## src/rtl/mc_ctrl_pkg.sv

```systemverilog
// Shared types and encodings for the multicycle RV32I control sequencer.
//   state_e       sequencer states (StTrap is reachable only with ILLEGAL_TRAP_EN)
//   OP_*          major opcodes recognised in DECODE
//   *_e           encodings of the datapath mux selects and ALU operation
//   imm_src_of    immediate format decode from opcode
//   is_known_op   opcode has a defined execution path
package mc_ctrl_pkg;

  typedef enum logic [3:0] {
    StFetch,
    StDecode,
    StMemAdr,
    StMemRead,
    StMemWb,
    StMemWrite,
    StExecR,
    StExecI,
    StAluWb,
    StBranch,
    StJal,
    StTrap
  } state_e;

  localparam logic [6:0] OP_LOAD   = 7'b0000011;
  localparam logic [6:0] OP_STORE  = 7'b0100011;
  localparam logic [6:0] OP_RTYPE  = 7'b0110011;
  localparam logic [6:0] OP_ITYPE  = 7'b0010011;
  localparam logic [6:0] OP_BRANCH = 7'b1100011;
  localparam logic [6:0] OP_JAL    = 7'b1101111;

  typedef enum logic [1:0] {
    AluAPc    = 2'd0,
    AluAOldPc = 2'd1,
    AluARs1   = 2'd2
  } alu_src_a_e;

  typedef enum logic [1:0] {
    AluBRs2  = 2'd0,
    AluBImm  = 2'd1,
    AluBFour = 2'd2
  } alu_src_b_e;

  typedef enum logic [1:0] {
    AluOpAdd   = 2'd0,
    AluOpSub   = 2'd1,
    AluOpFunct = 2'd2
  } alu_op_e;

  typedef enum logic [1:0] {
    ResAluOut    = 2'd0,
    ResMemData   = 2'd1,
    ResAluResult = 2'd2
  } result_src_e;

  typedef enum logic [1:0] {
    ImmI = 2'd0,
    ImmS = 2'd1,
    ImmB = 2'd2,
    ImmJ = 2'd3
  } imm_src_e;

  function automatic imm_src_e imm_src_of(input logic [6:0] op);
    imm_src_e imm;
    imm = ImmI;
    case (op)
      OP_STORE:  imm = ImmS;
      OP_BRANCH: imm = ImmB;
      OP_JAL:    imm = ImmJ;
      default:   imm = ImmI;
    endcase
    return imm;
  endfunction

  function automatic logic is_known_op(input logic [6:0] op);
    return (op == OP_LOAD) || (op == OP_STORE) || (op == OP_RTYPE) || (op == OP_ITYPE) ||
           (op == OP_BRANCH) || (op == OP_JAL);
  endfunction

endpackage

```

## src/rtl/mc_mem_wait_timer.sv

```systemverilog
// Memory wait watchdog. Counts consecutive cycles an outstanding request goes unacknowledged
// and flags expiry on the MEM_TIMEOUT-th such cycle.
//   clk      in  clock
//   reset    in  synchronous, active-low
//   waiting  in  request outstanding and not acknowledged this cycle
//   expired  out combinational; high in the cycle the wait reaches MEM_TIMEOUT
// The count clears whenever waiting drops (acknowledge or leaving a memory state) and on expiry.
module mc_mem_wait_timer #(
  parameter int unsigned MEM_TIMEOUT = 16
) (
  input  logic clk,
  input  logic reset,
  input  logic waiting,
  output logic expired
);

  localparam int unsigned CntW = (MEM_TIMEOUT > 2) ? $clog2(MEM_TIMEOUT) : 1;

  logic [CntW-1:0] cnt_q, cnt_d;

  // cnt_q holds completed wait cycles, so the current cycle is number cnt_q + 1.
  always_comb begin
    expired = waiting && (cnt_q == CntW'(MEM_TIMEOUT - 1));
    cnt_d   = '0;
    if (waiting && !expired) begin
      cnt_d = cnt_q + CntW'(1);
    end
  end

  always_ff @(posedge clk) begin
    if (!reset) begin
      cnt_q <= '0;
    end else begin
      cnt_q <= cnt_d;
    end
  end

endmodule

```

## src/rtl/mc_control_fsm.sv

```systemverilog
// Main sequencer for the multicycle RV32I core: fetch, decode, execute, memory and writeback.
// Build option: ILLEGAL_TRAP_EN -- unknown opcodes and memory timeouts enter an absorbing TRAP
// state and a trap output port is added; otherwise unknown opcodes retire as NOPs.
//   clk, reset       clock; synchronous active-low reset
//   opcode           instr[6:0] from IR
//   zero             ALU zero flag, used in BRANCH
//   mem_ready        memory handshake acknowledge
//   mem_req/mem_write/adr_src          memory request, store strobe, address select
//   ir_write/pc_en                     IR/old-PC load, PC enable
//   alu_src_a/alu_src_b/alu_op         ALU operand selects and operation
//   result_src/imm_src                 result mux and immediate format
//   reg_write/instr_done               regfile strobe, retire pulse
//   trap (ILLEGAL_TRAP_EN only)        in TRAP state
//   bus_err                            sticky memory-timeout flag
module mc_control_fsm
  import mc_ctrl_pkg::*;
#(
  parameter int unsigned MEM_TIMEOUT = 16
) (
  input  logic       clk,
  input  logic       reset,
  input  logic [6:0] opcode,
  input  logic       zero,
  input  logic       mem_ready,
  output logic       mem_req,
  output logic       mem_write,
  output logic       adr_src,
  output logic       ir_write,
  output logic       pc_en,
  output logic [1:0] alu_src_a,
  output logic [1:0] alu_src_b,
  output logic [1:0] alu_op,
  output logic [1:0] result_src,
  output logic [1:0] imm_src,
  output logic       reg_write,
  output logic       instr_done,
`ifdef ILLEGAL_TRAP_EN
  output logic       trap,
`endif
  output logic       bus_err
);

`ifdef ILLEGAL_TRAP_EN
  localparam state_e AbortSt = StTrap;
  localparam logic   NopRetire = 1'b0;
`else
  localparam state_e AbortSt = StFetch;
  localparam logic   NopRetire = 1'b1;
`endif

  state_e state_q, state_d;
  logic   bus_err_q;
  logic   mem_state;
  logic   waiting;
  logic   expired;

  assign mem_state = (state_q == StFetch) || (state_q == StMemRead) || (state_q == StMemWrite);
  assign waiting   = mem_state && !mem_ready;

  mc_mem_wait_timer #(
    .MEM_TIMEOUT(MEM_TIMEOUT)
  ) u_wait_timer (
    .clk    (clk),
    .reset  (reset),
    .waiting(waiting),
    .expired(expired)
  );

  // Next state. expired can only be high when mem_ready is low, so mem_ready wins by construction.
  always_comb begin
    state_d = state_q;
    unique case (state_q)
      StFetch: begin
        if (mem_ready) begin
          state_d = StDecode;
        end else if (expired) begin
          state_d = AbortSt;
        end
      end
      StDecode: begin
        case (opcode)
          OP_LOAD, OP_STORE: state_d = StMemAdr;
          OP_RTYPE:          state_d = StExecR;
          OP_ITYPE:          state_d = StExecI;
          OP_BRANCH:         state_d = StBranch;
          OP_JAL:            state_d = StJal;
          default:           state_d = AbortSt;
        endcase
      end
      StMemAdr:  state_d = (opcode == OP_LOAD) ? StMemRead : StMemWrite;
      StMemRead: begin
        if (mem_ready) begin
          state_d = StMemWb;
        end else if (expired) begin
          state_d = AbortSt;
        end
      end
      StMemWb:   state_d = StFetch;
      StMemWrite: begin
        if (mem_ready) begin
          state_d = StFetch;
        end else if (expired) begin
          state_d = AbortSt;
        end
      end
      StExecR:   state_d = StAluWb;
      StExecI:   state_d = StAluWb;
      StAluWb:   state_d = StFetch;
      StBranch:  state_d = StFetch;
      StJal:     state_d = StAluWb;
      StTrap:    state_d = AbortSt;
      default:   state_d = StFetch;
    endcase
  end

  // Moore decode of state; ir_write, pc_en and store retire additionally gated by mem_ready.
  always_comb begin
    mem_req    = mem_state;
    mem_write  = 1'b0;
    adr_src    = 1'b0;
    ir_write   = 1'b0;
    pc_en      = 1'b0;
    alu_src_a  = AluAPc;
    alu_src_b  = AluBRs2;
    alu_op     = AluOpAdd;
    result_src = ResAluOut;
    reg_write  = 1'b0;
    instr_done = 1'b0;
    imm_src    = imm_src_of(opcode);
    unique case (state_q)
      StFetch: begin
        adr_src    = 1'b0;
        alu_src_a  = AluAPc;
        alu_src_b  = AluBFour;
        alu_op     = AluOpAdd;
        result_src = ResAluResult;
        ir_write   = mem_ready;
        pc_en      = mem_ready;
      end
      StDecode: begin
        alu_src_a  = AluAOldPc;
        alu_src_b  = AluBImm;
        instr_done = NopRetire && !is_known_op(opcode);
      end
      StMemAdr: begin
        alu_src_a = AluARs1;
        alu_src_b = AluBImm;
        alu_op    = AluOpAdd;
      end
      StMemRead: begin
        adr_src = 1'b1;
      end
      StMemWb: begin
        result_src = ResMemData;
        reg_write  = 1'b1;
        instr_done = 1'b1;
      end
      StMemWrite: begin
        adr_src    = 1'b1;
        mem_write  = 1'b1;
        instr_done = mem_ready;
      end
      StExecR: begin
        alu_src_a = AluARs1;
        alu_src_b = AluBRs2;
        alu_op    = AluOpFunct;
      end
      StExecI: begin
        alu_src_a = AluARs1;
        alu_src_b = AluBImm;
        alu_op    = AluOpFunct;
      end
      StAluWb: begin
        result_src = ResAluOut;
        reg_write  = 1'b1;
        instr_done = 1'b1;
      end
      StBranch: begin
        alu_src_a  = AluARs1;
        alu_src_b  = AluBRs2;
        alu_op     = AluOpSub;
        result_src = ResAluOut;
        pc_en      = zero;
        instr_done = 1'b1;
      end
      StJal: begin
        alu_src_a  = AluAOldPc;
        alu_src_b  = AluBFour;
        alu_op     = AluOpAdd;
        result_src = ResAluOut;
        pc_en      = 1'b1;
      end
      default: begin
        mem_req = 1'b0;
      end
    endcase
  end

`ifdef ILLEGAL_TRAP_EN
  assign trap = (state_q == StTrap);
`endif

  assign bus_err = bus_err_q;

  always_ff @(posedge clk) begin
    if (!reset) begin
      state_q   <= StFetch;
      bus_err_q <= 1'b0;
    end else begin
      state_q <= state_d;
      if (expired) begin
        bus_err_q <= 1'b1;
      end
    end
  end

endmodule

```

## config.mk

```make
export PLATFORM = sky130hd
export DESIGN_NAME = mc_control_fsm
export DESIGN_NICKNAME = d
export VERILOG_FILES = /design/src/rtl/mc_ctrl_pkg.sv /design/src/rtl/mc_mem_wait_timer.sv /design/src/rtl/mc_control_fsm.sv
export SDC_FILE = /design/constraint.sdc
export NUM_CORES = 1
export LEC_CHECK = 0
export CAP_MARGIN = 0
export CORE_MARGIN = 2
export CORE_UTILIZATION = 55
export DETAILED_ROUTE_END_ITERATION = 10
export DONT_BUFFER_PORTS = 1
export PLACE_DENSITY = 0.7
export SLEW_MARGIN = 0
export SYNTH_ARGS = -nofsm -noshare
export SYNTH_HDL_FRONTEND = slang
export SYNTH_SLANG_ARGS = --single-unit
```

## constraint.sdc

```tcl
create_clock -name clk -period 1.5 [get_ports clk]
set_input_delay 0 -clock clk [delete_from_list [all_inputs] [get_ports clk]]
set_output_delay 0 -clock clk [all_outputs]
set_load 0.02 [all_outputs]
```

# Word level (Yosys, flattened, before mapping)
# Index checks and enable logic that the tools add are counted.
[word_totals] register_bits=9 latch_bits=0 mem_bits_rw=0 rom_bits=0 input_bits=11 mem_count=0
[op_classes] addsub=1 mul=0 div=0 order_cmp=0 n_eq_ne=17 shifts=0 mux=19 bitwise=0 n_reduce_logical=26
[op_table] operator="4-bit case mux with 6 select lines" n=1
[op_table] operator="4-bit case mux with 5 select lines" n=1
[op_table] operator="4-bit by 3-bit == test with 1-bit output (second input constant)" n=4
[op_table] operator="4-bit == test (second input constant)" n=4
[op_table] operator="4-bit two-way mux" n=4
[op_table] operator="2-bit case mux with 2 select lines" n=4
[op_table] operator="7-bit by 6-bit == test with 1-bit output (second input constant)" n=2
[op_table] operator="7-bit == test (second input constant)" n=2
[op_table] operator="2-bit OR reduction" n=6
[op_table] operator="11-bit OR reduction" n=1
[op_table] operator="3-bit OR reduction" n=3
[op_table] operator="4-bit by 2-bit == test with 1-bit output (second input constant)" n=2
[op_table] operator="7-bit by 2-bit == test with 1-bit output (second input constant)" n=1
[op_table] operator="7-bit by 5-bit == test with 1-bit output (second input constant)" n=1
[op_table] operator="1-bit logical OR" n=7
[op_table] operator="1-bit case mux with 3 select lines" n=2
[op_table] operator="2-bit case mux with 3 select lines" n=1
[op_table] operator="1-bit two-way mux" n=5
[op_table] operator="4-bit by 1-bit adder with 4-bit output (second input constant)" n=1
[op_table] operator="4-bit by 1-bit == test with 1-bit output (second input constant)" n=1
[op_table] operator="4-bit logical NOT" n=1
[op_table] operator="4-bit OR reduction" n=1
[op_table] operator="1-bit logical AND" n=3
[op_table] operator="1-bit logical NOT" n=3
[op_table] operator="2 further kinds" n=2

# Depth between registers and ports, before layout
# Gate-level depths: netlist (run 1).
[depth] ltp_word=8 depth_mapped=6 mapped_depth_nobuf=5

# Cells and area by module
# A second synthesis (run 1) with hierarchy kept.
[unflattened] hier_cells=112 hier_area_um2=802.0
[modules_own_cells] module="mc_control_fsm" instances=1 cells_each=95 area_per_inst_um2=645.6 seq_area_each_um2=100.1
[modules_own_cells] module="mc_mem_wait_timer" instances=1 cells_each=17 area_per_inst_um2=156.4 seq_area_each_um2=80.1

# Worst setup path before layout (run 1)
# Ideal clock, no wire load.
[synth_timing] path_kind="register to output" from="register state_q[1]" to="output ir_write" t_arrival_ns=1.660 setup_slack_ns=-0.160 stages_incl_launch_ff=5 n_path_buf=2 path_cell_list="dfxtp_1 buf_6 buf_2 nor4_1 and2_1"
[synth_between] elab_chain_len=2
[synth_lines] element="start: declaration" line="mc_control_fsm.sv:51" rtl="state_e state_q, state_d;"
[synth_lines] element="start signal: assignment" line="mc_control_fsm.sv:207" rtl="state_q <= StFetch;"
[synth_lines] element="start signal: assignment" line="mc_control_fsm.sv:210" rtl="state_q <= state_d;"
[synth_lines] element="4-bit logical NOT" line="mc_control_fsm.sv:130" rtl="unique case (state_q)"
[synth_lines] element="1-bit two-way mux" line="mc_control_fsm.sv:130"
[synth_lines] element="end: declaration" line="mc_control_fsm.sv:28" rtl="output logic ir_write,"
# Every way passes these cells.

# Worst setup path after layout (run 1)
[layout_timing] from="register state_q[1]" to="output pc_en"
[layout_between] elab_chain_len=2
[layout_lines] element="4-bit == test / 4-bit logical NOT (equally long branches)" line="mc_control_fsm.sv:130"
[layout_lines] element="1-bit case mux with 3 select lines (*)" line="mc_control_fsm.sv:130"
[layout_lines] element="end: declaration" line="mc_control_fsm.sv:29" rtl="output logic pc_en,"
# Mark *: on every way between the ends. The rest lies on a longest branch, timed or not.

==> flow_summary.html, run 1 <==
<table>
<tr><th>Metric</th><th>Value</th></tr>
<tr><th colspan="2">Status</th></tr>
<tr><td>Status</td><td>finished, violations left</td></tr>
<tr><td>Violations in the final reports</td><td>setup timing</td></tr>
<tr><th colspan="2">Timing</th></tr>
<tr><td>Hold Violations, Final</td><td>0</td></tr>
<tr><td>Relative slew margins</td><td>71.4%</td></tr>
<tr><td>Final setup vio count</td><td>1</td></tr>
<tr><td>Clock tree skew after final layout</td><td>0.00447 ns</td></tr>
<tr><td>Slew of the pin with the lowest slew margin</td><td>0.426 ns</td></tr>
<tr><td>Final min period</td><td>1.51 ns</td></tr>
<tr><td>Highest clock rate</td><td>661 MHz</td></tr>
<tr><td>Part of the cycle the worst path needs</td><td>101%</td></tr>
<tr><td>RSZ-0062 raised after global routing</td><td>true</td></tr>
<tr><td>Post-layout worst setup margin</td><td>-0.0119 ns</td></tr>
<tr><td>Worst hold-check slack</td><td>0.0548 ns</td></tr>
<tr><td>Number of slew-limit violations in the final report</td><td>0</td></tr>
<tr><th colspan="2">Critical path</th></tr>
<tr><td>Worst Path Max Fanout</td><td>8</td></tr>
<tr><td>FF-to-FF End</td><td>state_q[2]$_SDFF_PN0_</td></tr>
<tr><td>Arrival time at the worst endpoint</td><td>1.51 ns</td></tr>
<tr><td>Worst Setup Path Type</td><td>flop to primary output</td></tr>
<tr><td>Launching element type of the critical path</td><td>flop</td></tr>
<tr><td>Critical R2R Launch</td><td>state_q[0]$_SDFF_PN0_</td></tr>
<tr><td>Depth of the most critical reg-to-reg path</td><td>5</td></tr>
<tr><td>Crit path required time</td><td>1.50 ns</td></tr>
<tr><td>Capturing element type of the critical path</td><td>primary output</td></tr>
<tr><td>Flop-to-flop setup slack</td><td>0.03 ns</td></tr>
<tr><th colspan="2">Drt</th></tr>
<tr><td>Vias per cell</td><td>6.32</td></tr>
<tr><td>Routed wire length</td><td>2490 um</td></tr>
<tr><td>Post-detailed-route DRC marker count</td><td>0</td></tr>
<tr><td>Number of DRC markers after the initial detailed-route iteration</td><td>46</td></tr>
<tr><td>Antenna-violating nets left</td><td>0</td></tr>
<tr><td>Router iterations before antenna repair</td><td>4</td></tr>
<tr><td>Via count</td><td>960</td></tr>
<tr><td>Average wire length per cell after detail routing</td><td>16.4 um</td></tr>
<tr><th colspan="2">Clocking</th></tr>
<tr><td>CTS tree</td><td>built</td></tr>
<tr><td>Clock Latency Late Sink</td><td>0.27 ns</td></tr>
<tr><td>Clock edge transition at the registers on the reported setup and hold paths</td><td>0.06 ns</td></tr>
<tr><td>Count of clock tree sinks</td><td>9</td></tr>
<tr><td>Clock buffers created by TritonCTS</td><td>3</td></tr>
<tr><td>Longest Clk Path Bufs</td><td>2</td></tr>
<tr><td>Clock root buffer</td><td>sky130_fd_sc_hd__clkbuf_4</td></tr>
<tr><td>Number of levels in the clock H-tree</td><td>1</td></tr>
<tr><th colspan="2">Power and ir drop</th></tr>
<tr><td>Total power after layout</td><td>0.000821 W</td></tr>
<tr><td>Peak supply drop</td><td>0.481 mV</td></tr>
<tr><td>Cell area power density</td><td>702 nW/um^2</td></tr>
<tr><td>Leakage power</td><td>0.493 nW</td></tr>
<tr><th colspan="2">Global routing</th></tr>
<tr><td>Initial antenna violation count</td><td>0</td></tr>
<tr><td>Via count of the first global-routing pass</td><td>845</td></tr>
<tr><td>Total global routing overflow</td><td>0</td></tr>
<tr><td>Combined global-route utilization of all metal layers</td><td>27.2%</td></tr>
<tr><td>First-pass GRT wire length</td><td>3680 um</td></tr>
<tr><td>Maximum number of pins on one net before global-route repair</td><td>12</td></tr>
<tr><th colspan="2">Cells and area</th></tr>
<tr><td>Top library cells by usage in the layout, fill and taps aside</td><td>sky130_fd_sc_hd__buf_4 (20), sky130_fd_sc_hd__nor2_1 (12), sky130_fd_sc_hd__nor3_1 (8)</td></tr>
<tr><td>Number of fill cells in the layout</td><td>73</td></tr>
<tr><td>Synthesis-to-finish area growth</td><td>49.4%</td></tr>
<tr><td>Most common cell after layout, fill and taps aside</td><td>sky130_fd_sc_hd__buf_4</td></tr>
<tr><td>Total inserted antenna cells</td><td>0</td></tr>
<tr><td>Ratio of cells with drive above 1 in the final layout</td><td>35.0%</td></tr>
<tr><td>Nets</td><td>150</td></tr>
<tr><th colspan="2">Die</th></tr>
<tr><td>I/O pins</td><td>29</td></tr>
<tr><td>Number of cell rows</td><td>13</td></tr>
<tr><td>Height of the die</td><td>41.7 um</td></tr>
<tr><td>Effective utilization at floorplan</td><td>59.4%</td></tr>
<tr><td>Width of the chip</td><td>41.7 um</td></tr>
<tr><td>Die Outline Area</td><td>1740 sq um</td></tr>
<tr><td>Core region area</td><td>1320 sq um</td></tr>
<tr><th colspan="2">Synthesis</th></tr>
<tr><td>Share of synthesized area occupied by flip-flops and latches</td><td>23.0%</td></tr>
<tr><td>Number of distinct library cells after synthesis</td><td>44</td></tr>
<tr><td>Cell area after synthesis</td><td>783 sq um</td></tr>
<tr><td>Ys Warns</td><td>0</td></tr>
<tr><td>Most used DFF post-synth</td><td>sky130_fd_sc_hd__dfxtp_1</td></tr>
<tr><td>EDFF count, synth</td><td>0</td></tr>
<tr><td>Syn Inst Count</td><td>109</td></tr>
<tr><td>Post-Synthesis Net Count</td><td>121</td></tr>
<tr><td>Fraction of synthesis flops using an asynchronous set or reset pin</td><td>0%</td></tr>
<tr><td>Average instance area after synthesis</td><td>7.19 sq um</td></tr>
<tr><td>#FFs+latches synth</td><td>9</td></tr>
<tr><th colspan="2">Hold path</th></tr>
<tr><td>Worst-case hold path end point</td><td>state_q[2]$_SDFF_PN0_</td></tr>
<tr><td>Worst hold stages</td><td>3</td></tr>
<tr><td>Startpoint of the tightest hold check path</td><td>opcode[6]</td></tr>
<tr><td>Hold WC Path Type</td><td>input pin to flop</td></tr>
<tr><th colspan="2">Placed design</th></tr>
<tr><td>Port Buffers</td><td>0</td></tr>
<tr><td>Hpwl dp</td><td>1510 um</td></tr>
<tr><td>Routability-driven placement congestion ratio</td><td>0.860</td></tr>
<tr><th colspan="2">Run</th></tr>
<tr><td>Count of max-cap constraint violations</td><td>0</td></tr>
</table>
==> worst max-delay path by stage <==
stage                                           from               endpoint  slack (ns)
floorplan                      state_q[0]$_SDFF_PN0_                mem_req        0.12
global placement    u_wait_timer.cnt_q[0]$_SDFF_PN0_  state_q[2]$_SDFF_PN0_        0.13
detailed placement             state_q[0]$_SDFF_PN0_  state_q[2]$_SDFF_PN0_        0.12
CTS                            state_q[0]$_SDFF_PN0_                  pc_en      0.0007
global route                   state_q[1]$_SDFF_PN0_                  pc_en       -0.06
finish                         state_q[1]$_SDFF_PN0_                  pc_en       -0.01
==> what timing repair did <==
action                                  CTS  global route
cloned                                    0             1
endpoints found under the hold margin     9             0
gates resized for setup                   9            19
pin swaps                                 0             3
buffers inserted                          0             6
endpoints found under the setup margin    4             4
hold buffers                              6             0
==> Yosys cell counts, types with 2 or more instances <==
cell                       number  share of area [%]
sky130_fd_sc_hd__nand2b_1       5                4.0
sky130_fd_sc_hd__nor2b_1        5                4.0
sky130_fd_sc_hd__nor3_1         8                5.1
sky130_fd_sc_hd__a21oi_1        6                3.8
sky130_fd_sc_hd__a211oi_1       2                1.9
sky130_fd_sc_hd__nor3b_1        2                1.9
sky130_fd_sc_hd__nand3_1        5                3.2
sky130_fd_sc_hd__xor2_1         4                4.5
sky130_fd_sc_hd__dfxtp_1        9                 23
sky130_fd_sc_hd__nand2_1        8                3.8
sky130_fd_sc_hd__clkbuf_1       3                1.4
sky130_fd_sc_hd__and3_1         2                1.6
sky130_fd_sc_hd__inv_1          2               0.96
sky130_fd_sc_hd__nor2_1        15                7.2
sky130_fd_sc_hd__or3b_1         2                2.2
sky130_fd_sc_hd__buf_2          3                1.9
==> routing by layer <==
layer | part of all wire, % | GRT usage (%) | wire (um) | vias up
met5 | 0 | 0 | 0 | -
met4 | 2.6 | 7.74 | 65 | 0
met3 | 6.1 | 6.52 | 152 | 11
met2 | 52 | 49.7 | 1310 | 50
met1 | 39 | 31.0 | 969 | 449
li1 | - | - | - | 450
==> worst max-delay path, cell delays in order, from the launching register on <==
cell and delay, ns:
sky130_fd_sc_hd__dfxtp_4 0.37, sky130_fd_sc_hd__buf_12 0.14, sky130_fd_sc_hd__nor2b_4 0.15, sky130_fd_sc_hd__a21oi_2 0.08, sky130_fd_sc_hd__mux2_4 0.28, sky130_fd_sc_hd__nor2_4 0.10
sky130_fd_sc_hd__buf_6 0.12
==> metrics by stage <==
stage / TNS (ns) / std cells / util, % / cell area, sq um / setup WS, ns
3_3_place_gp: 0 / 135 / 69.1 / 911 / 0.125
6_report: -0.0119 / 152 / 88.8 / 1170 / -0.0119
3_5_place_dp: 0 / 135 / 69.1 / 911 / 0.121
4_1_cts: 0 / 145 / 78.1 / 1030 / 0.000697
2_1_floorplan: 0 / 109 / - / 795 / 0.125
5_1_grt: -0.0924 / 152 / 88.8 / 1170 / -0.0598
==> report_power, final <==
group | total [W] | switching, W | leakage (nW) | internal [W]
combinational | 0.000362 | 0.000191 | 0.403 | 0.000171
sequential | 0.000265 | 0.0000159 | 0.0750 | 0.000249
clock | 0.000195 | 0.0000922 | 0.0150 | 0.000103
total | 0.000821 | 0.000299 | 0.493 | 0.000522
==> registers in the layout, indices dropped and copies added (netlist names) <==
| register | flops |
|---|---|
| bus_err | 1 |
| u_wait_timer.cnt_q | 4 |
| state_q | 4 |
==> logic make-up (layout without fill, tap and decap cells) <==
| logic type | after synthesis | in the layout | share of synthesized area (%) |
|---|---|---|---|
| adders and majority gates | 1 | 1 | 1.60 |
| DFF | 9 | 9 | 23.0 |
| muxes | 1 | 1 | 1.44 |
| xor gates and xnor gates | 5 | 5 | 5.59 |
| and+or+nand+nor | 59 | 59 | 39.8 |
| buffers and inverters | 11 | 39 | 7.19 |
| AOI/OAI and AO/OA | 23 | 23 | 21.4 |
==> cell type report <==
cell class / count / area (sq um) / share of cell area, %
clock buffers: 4 / 26.3 / 2.25
inverters: 3 / 11.3 / 0.963
multi-input cells: 89 / 624 / 53.4
flip-flops and latches: 9 / 189 / 16.1
well taps: 15 / 18.8 / 1.60
repair buffers: 32 / 300 / 25.7
(Power assumes the default switching activity.)
==> run 2, diff against run 1 <==
CELL_PAD_IN_SITES_DETAIL_PLACEMENT = 1   (was unset)
CELL_PAD_IN_SITES_GLOBAL_PLACEMENT = 1   (was unset)
CORE_ASPECT_RATIO = 1.4   (was unset)
CORE_UTILIZATION = 42   (was 55)
PLACE_DENSITY = unset   (was 0.7)
PLACE_DENSITY_LB_ADDON = 0.1   (was unset)
==> run 2 against run 1 <==
  * Power fell by 4.2%
  * The flow now finishes without violations
  * First-iteration DRC count fell by 76%
  * Setup slack improved by 0.059 ns
  * Utilization fell by 26 points
  * Clock skew fell by 0.0040 ns
  * Routed wire length rose by 0.84%
  * Fmax rose by 4.1%
  * Via count fell by 5.0%
  * Sequential power barely moved
  * Worst hold slack improved by 0.014 ns
  * Critical endpoint unchanged
  * Clock-buffer cell count did not move
==> flow_summary.html, run 2 (same netlist as run 1, synthesis figures left out) <==
<table>
<tr><th>Metric</th><th>Value</th></tr>
<tr><th colspan="2">Timing</th></tr>
<tr><td>RSZ-0062 raised after global routing</td><td>true</td></tr>
<tr><td>Number of slew-limit violations in the final report</td><td>0 (unchanged)</td></tr>
<tr><td>Final setup vio count</td><td>0 (-1)</td></tr>
<tr><td>Clock tree skew after final layout</td><td>0.000506 ns (-0.00396 ns)</td></tr>
<tr><td>Post-layout worst setup margin</td><td>0.0473 ns (+0.0592 ns)</td></tr>
<tr><td>Hold Violations, Final</td><td>0 (unchanged)</td></tr>
<tr><td>Relative slew margins</td><td>73.9% (+2.5 points)</td></tr>
<tr><td>Part of the cycle the worst path needs</td><td>96.8% (-3.9 points)</td></tr>
<tr><td>Slew of the pin with the lowest slew margin</td><td>0.390 ns (-0.0357 ns)</td></tr>
<tr><td>Highest clock rate</td><td>688 MHz (+4.1%)</td></tr>
<tr><td>Worst hold-check slack</td><td>0.0685 ns (+0.0137 ns)</td></tr>
<tr><td>Final min period</td><td>1.45 ns (-0.0592 ns)</td></tr>
<tr><th colspan="2">Placed design</th></tr>
<tr><td>Port Buffers</td><td>0 (unchanged)</td></tr>
<tr><td>Routability-driven placement congestion ratio</td><td>0.750 (-13%)</td></tr>
<tr><td>Hpwl dp</td><td>1820 um (+21%)</td></tr>
<tr><td>Post-placement worst setup slack</td><td>0.0878 ns (-0.0335 ns)</td></tr>
<tr><th colspan="2">Critical path</th></tr>
<tr><td>Worst Path Max Fanout</td><td>8 (unchanged)</td></tr>
<tr><td>Capturing element type of the critical path</td><td>primary output</td></tr>
<tr><td>Flop-to-flop setup slack</td><td>0.09 ns (+0.06 ns)</td></tr>
<tr><td>Crit path required time</td><td>1.50 ns (about the same)</td></tr>
<tr><td>Worst Setup Path Type</td><td>flop to primary output</td></tr>
<tr><td>Launching element type of the critical path</td><td>flop</td></tr>
<tr><td>Arrival time at the worst endpoint</td><td>1.45 ns (-0.06 ns)</td></tr>
<tr><td>Critical R2R Launch</td><td>u_wait_timer.cnt_q[0]$_SDFF_PN0_</td></tr>
<tr><td>Depth of the most critical reg-to-reg path</td><td>5 (unchanged)</td></tr>
<tr><td>FF-to-FF End</td><td>state_q[2]$_SDFF_PN0_</td></tr>
<tr><th colspan="2">Power and ir drop</th></tr>
<tr><td>Share of total power in sequential cells</td><td>33.9% (+1.7 points)</td></tr>
<tr><td>Cell area power density</td><td>716 nW/um^2 (+2.0%)</td></tr>
<tr><td>Peak supply drop</td><td>0.565 mV (+18%)</td></tr>
<tr><td>Switching power</td><td>0.000283 W (-5.4%)</td></tr>
<tr><td>Switching share of power</td><td>36.0% (-0.43 points)</td></tr>
<tr><td>Proportion of power drawn by combinational gates</td><td>43.1% (-0.9 points)</td></tr>
<tr><td>Cell internal pwr</td><td>0.000503 W (-3.6%)</td></tr>
<tr><td>Portion of total power attributed to the clock network</td><td>22.9% (-0.9 points)</td></tr>
<tr><td>Leakage power</td><td>0.450 nW (-8.7%)</td></tr>
<tr><th colspan="2">Global routing</th></tr>
<tr><td>Via count of the first global-routing pass</td><td>897 (+6.2%)</td></tr>
<tr><td>First-pass GRT wire length</td><td>3770 um (+2.4%)</td></tr>
<tr><td>Initial antenna violation count</td><td>0 (unchanged)</td></tr>
<tr><td>Maximum number of pins on one net before global-route repair</td><td>12 (unchanged)</td></tr>
<tr><td>Combined global-route utilization of all metal layers</td><td>24.3% (-3.0 points)</td></tr>
<tr><td>Total global routing overflow</td><td>0 (unchanged)</td></tr>
<tr><th colspan="2">Run</th></tr>
<tr><td>Count of max-cap constraint violations</td><td>0 (unchanged)</td></tr>
<tr><th colspan="2">Hold path</th></tr>
<tr><td>Startpoint of the tightest hold check path</td><td>opcode[6]</td></tr>
<tr><td>Hold WC Path Type</td><td>input pin to flop</td></tr>
<tr><td>Worst hold stages</td><td>3 (unchanged)</td></tr>
<tr><td>Worst-case hold path end point</td><td>state_q[2]$_SDFF_PN0_</td></tr>
<tr><th colspan="2">Die</th></tr>
<tr><td>Number of cell rows</td><td>18 (+5)</td></tr>
<tr><td>Height of the die</td><td>55.1 um (+32%)</td></tr>
<tr><td>Effective utilization at floorplan</td><td>44.6% (-15 points)</td></tr>
<tr><td>Core region area</td><td>1760 sq um (+33%)</td></tr>
<tr><td>I/O pins</td><td>29 (unchanged)</td></tr>
<tr><td>Width of the chip</td><td>40.5 um (-3.0%)</td></tr>
<tr><td>Die Outline Area</td><td>2230 sq um (+28%)</td></tr>
<tr><th colspan="2">Cells and area</th></tr>
<tr><td>Most common cell after layout, fill and taps aside</td><td>sky130_fd_sc_hd__buf_4</td></tr>
<tr><td>Ratio of cells with drive above 1 in the final layout</td><td>31.1% (-4.0 points)</td></tr>
<tr><td>Number of fill cells in the layout</td><td>226 (+210%)</td></tr>
<tr><td>Nets</td><td>145 (-3.3%)</td></tr>
<tr><td>Top library cells by usage in the layout, fill and taps aside</td><td>sky130_fd_sc_hd__buf_4 (18), sky130_fd_sc_hd__nor2_1 (12), sky130_fd_sc_hd__nand2_1 (8), sky130_fd_sc_hd__nor3_1 (8), sky130_fd_sc_hd__dfxtp_1 (7)</td></tr>
<tr><td>Synthesis-to-finish area growth</td><td>40.3%</td></tr>
<tr><td>Core Util, Final</td><td>62.5% (-26 points)</td></tr>
<tr><td>Total inserted antenna cells</td><td>0 (unchanged)</td></tr>
<tr><th colspan="2">Drt</th></tr>
<tr><td>Post-detailed-route DRC marker count</td><td>0 (unchanged)</td></tr>
<tr><td>Router iterations before antenna repair</td><td>4 (unchanged)</td></tr>
<tr><td>Routed wire length</td><td>2520 um (+0.84%)</td></tr>
<tr><td>Average wire length per cell after detail routing</td><td>16.5 um (+0.84%)</td></tr>
<tr><td>Antenna-violating nets left</td><td>0 (unchanged)</td></tr>
<tr><td>Via count</td><td>912 (-5.0%)</td></tr>
<tr><td>Number of DRC markers after the initial detailed-route iteration</td><td>11 (-76%)</td></tr>
<tr><td>Vias per cell</td><td>6.00 (-5.0%)</td></tr>
<tr><th colspan="2">Status</th></tr>
<tr><td>Status</td><td>completed</td></tr>
<tr><th colspan="2">Clocking</th></tr>
<tr><td>Clock edge transition at the registers on the reported setup and hold paths</td><td>0.06 ns (about the same)</td></tr>
<tr><td>Count of clock tree sinks</td><td>9 (unchanged)</td></tr>
<tr><td>Clock buffers created by TritonCTS</td><td>3 (unchanged)</td></tr>
<tr><td>Buffers inserted by post-CTS timing repair</td><td>0 (unchanged)</td></tr>
<tr><td>Number of levels in the clock H-tree</td><td>1 (unchanged)</td></tr>
<tr><td>Clock Latency Late Sink</td><td>0.25 ns (-0.02 ns)</td></tr>
<tr><td>Longest Clk Path Bufs</td><td>2 (unchanged)</td></tr>
<tr><td>Clock root buffer</td><td>sky130_fd_sc_hd__clkbuf_4</td></tr>
<tr><td>CTS tree</td><td>built</td></tr>
</table>
## run 2: cell count changes in the layout (fill, tap and decap cells not counted), sizes merged
cell,delta
buf,-4
clkbuf,-1
## run 2: repair_timing
| item | 4_1_cts | 5_1_grt |
|---|---|---|
| endpoints found under the setup margin | 4 | 5 |
| pin swaps | 0 | 0 |
| gates resized for setup | 6 | 16 |
| hold buffers | 6 | 0 |
| endpoints found under the hold margin | 9 | 0 |
| cloned | 0 | 0 |
## run 2: worst max-delay path: stages (launching register included)
cell and delay, ns:
sky130_fd_sc_hd__dfxtp_4 0.37, sky130_fd_sc_hd__buf_6 0.14, sky130_fd_sc_hd__nor2b_4 0.15, sky130_fd_sc_hd__a21oi_2 0.07
sky130_fd_sc_hd__mux2_4 0.27, sky130_fd_sc_hd__nor2_4 0.08, sky130_fd_sc_hd__buf_6 0.12
## run 2: per-stage QoR
step	std cells	power (W)	TNS (ns)	instance area [sq um]
final	152	0.000787	0	1100
after global placement	142	0.000554	0	932
after global routing	152	0.000829	-0.0217	1100
after CTS	152	0.000770	-0.0145	1040
after floorplan	109	0.000471	0	795
after detailed placement	142	0.000563	0	932
## run 2: layer usage
| metal | global-route usage, % | part of all wire (%) |
|---|---|---|
| met1 | 25.5 | 40 |
| met2 | 47.6 | 56 |
| met3 | 2.80 | 2.5 |
| met4 | 6.67 | 0.80 |
| met5 | 0 | 0 |
## run 2: worst max-delay path by stage
stage / end / startpoint / slack [ns] / depth (start not counted)
after floorplan: mem_req / state_q[0]$_SDFF_PN0_ / 0.12 / 4
after global placement: state_q[2]$_SDFF_PN0_ / u_wait_timer.cnt_q[0]$_SDFF_PN0_ / 0.14 / 5
after detailed placement: pc_en / state_q[0]$_SDFF_PN0_ / 0.09 / 5
after CTS: pc_en / state_q[1]$_SDFF_PN0_ / -0.01 / 6
after global routing: pc_en / state_q[1]$_SDFF_PN0_ / -0.01 / 6
final: pc_en / state_q[1]$_SDFF_PN0_ / 0.05 / 6
## run 2: cell type report
class	count	area (sq um)	area share (%)
well taps	20	25.0	2.28
repair buffers	27	229	20.8
clock buffers	4	26.3	2.39
inverters	3	11.3	1.03
flip-flops and latches	9	188	17.1
multi-input cells	89	619	56.4
## run 2: power groups by stage
stage | Combinational (W) | Clock (W) | Sequential [W]
5_1_grt | 0.000366 | 0.000195 | 0.000269
2_1_floorplan | 0.000212 | 0 | 0.000259
4_1_cts | 0.000315 | 0.000190 | 0.000265
3_5_place_dp | 0.000295 | 0 | 0.000268
6_report | 0.000339 | 0.000180 | 0.000267
3_3_place_gp | 0.000287 | 0 | 0.000267
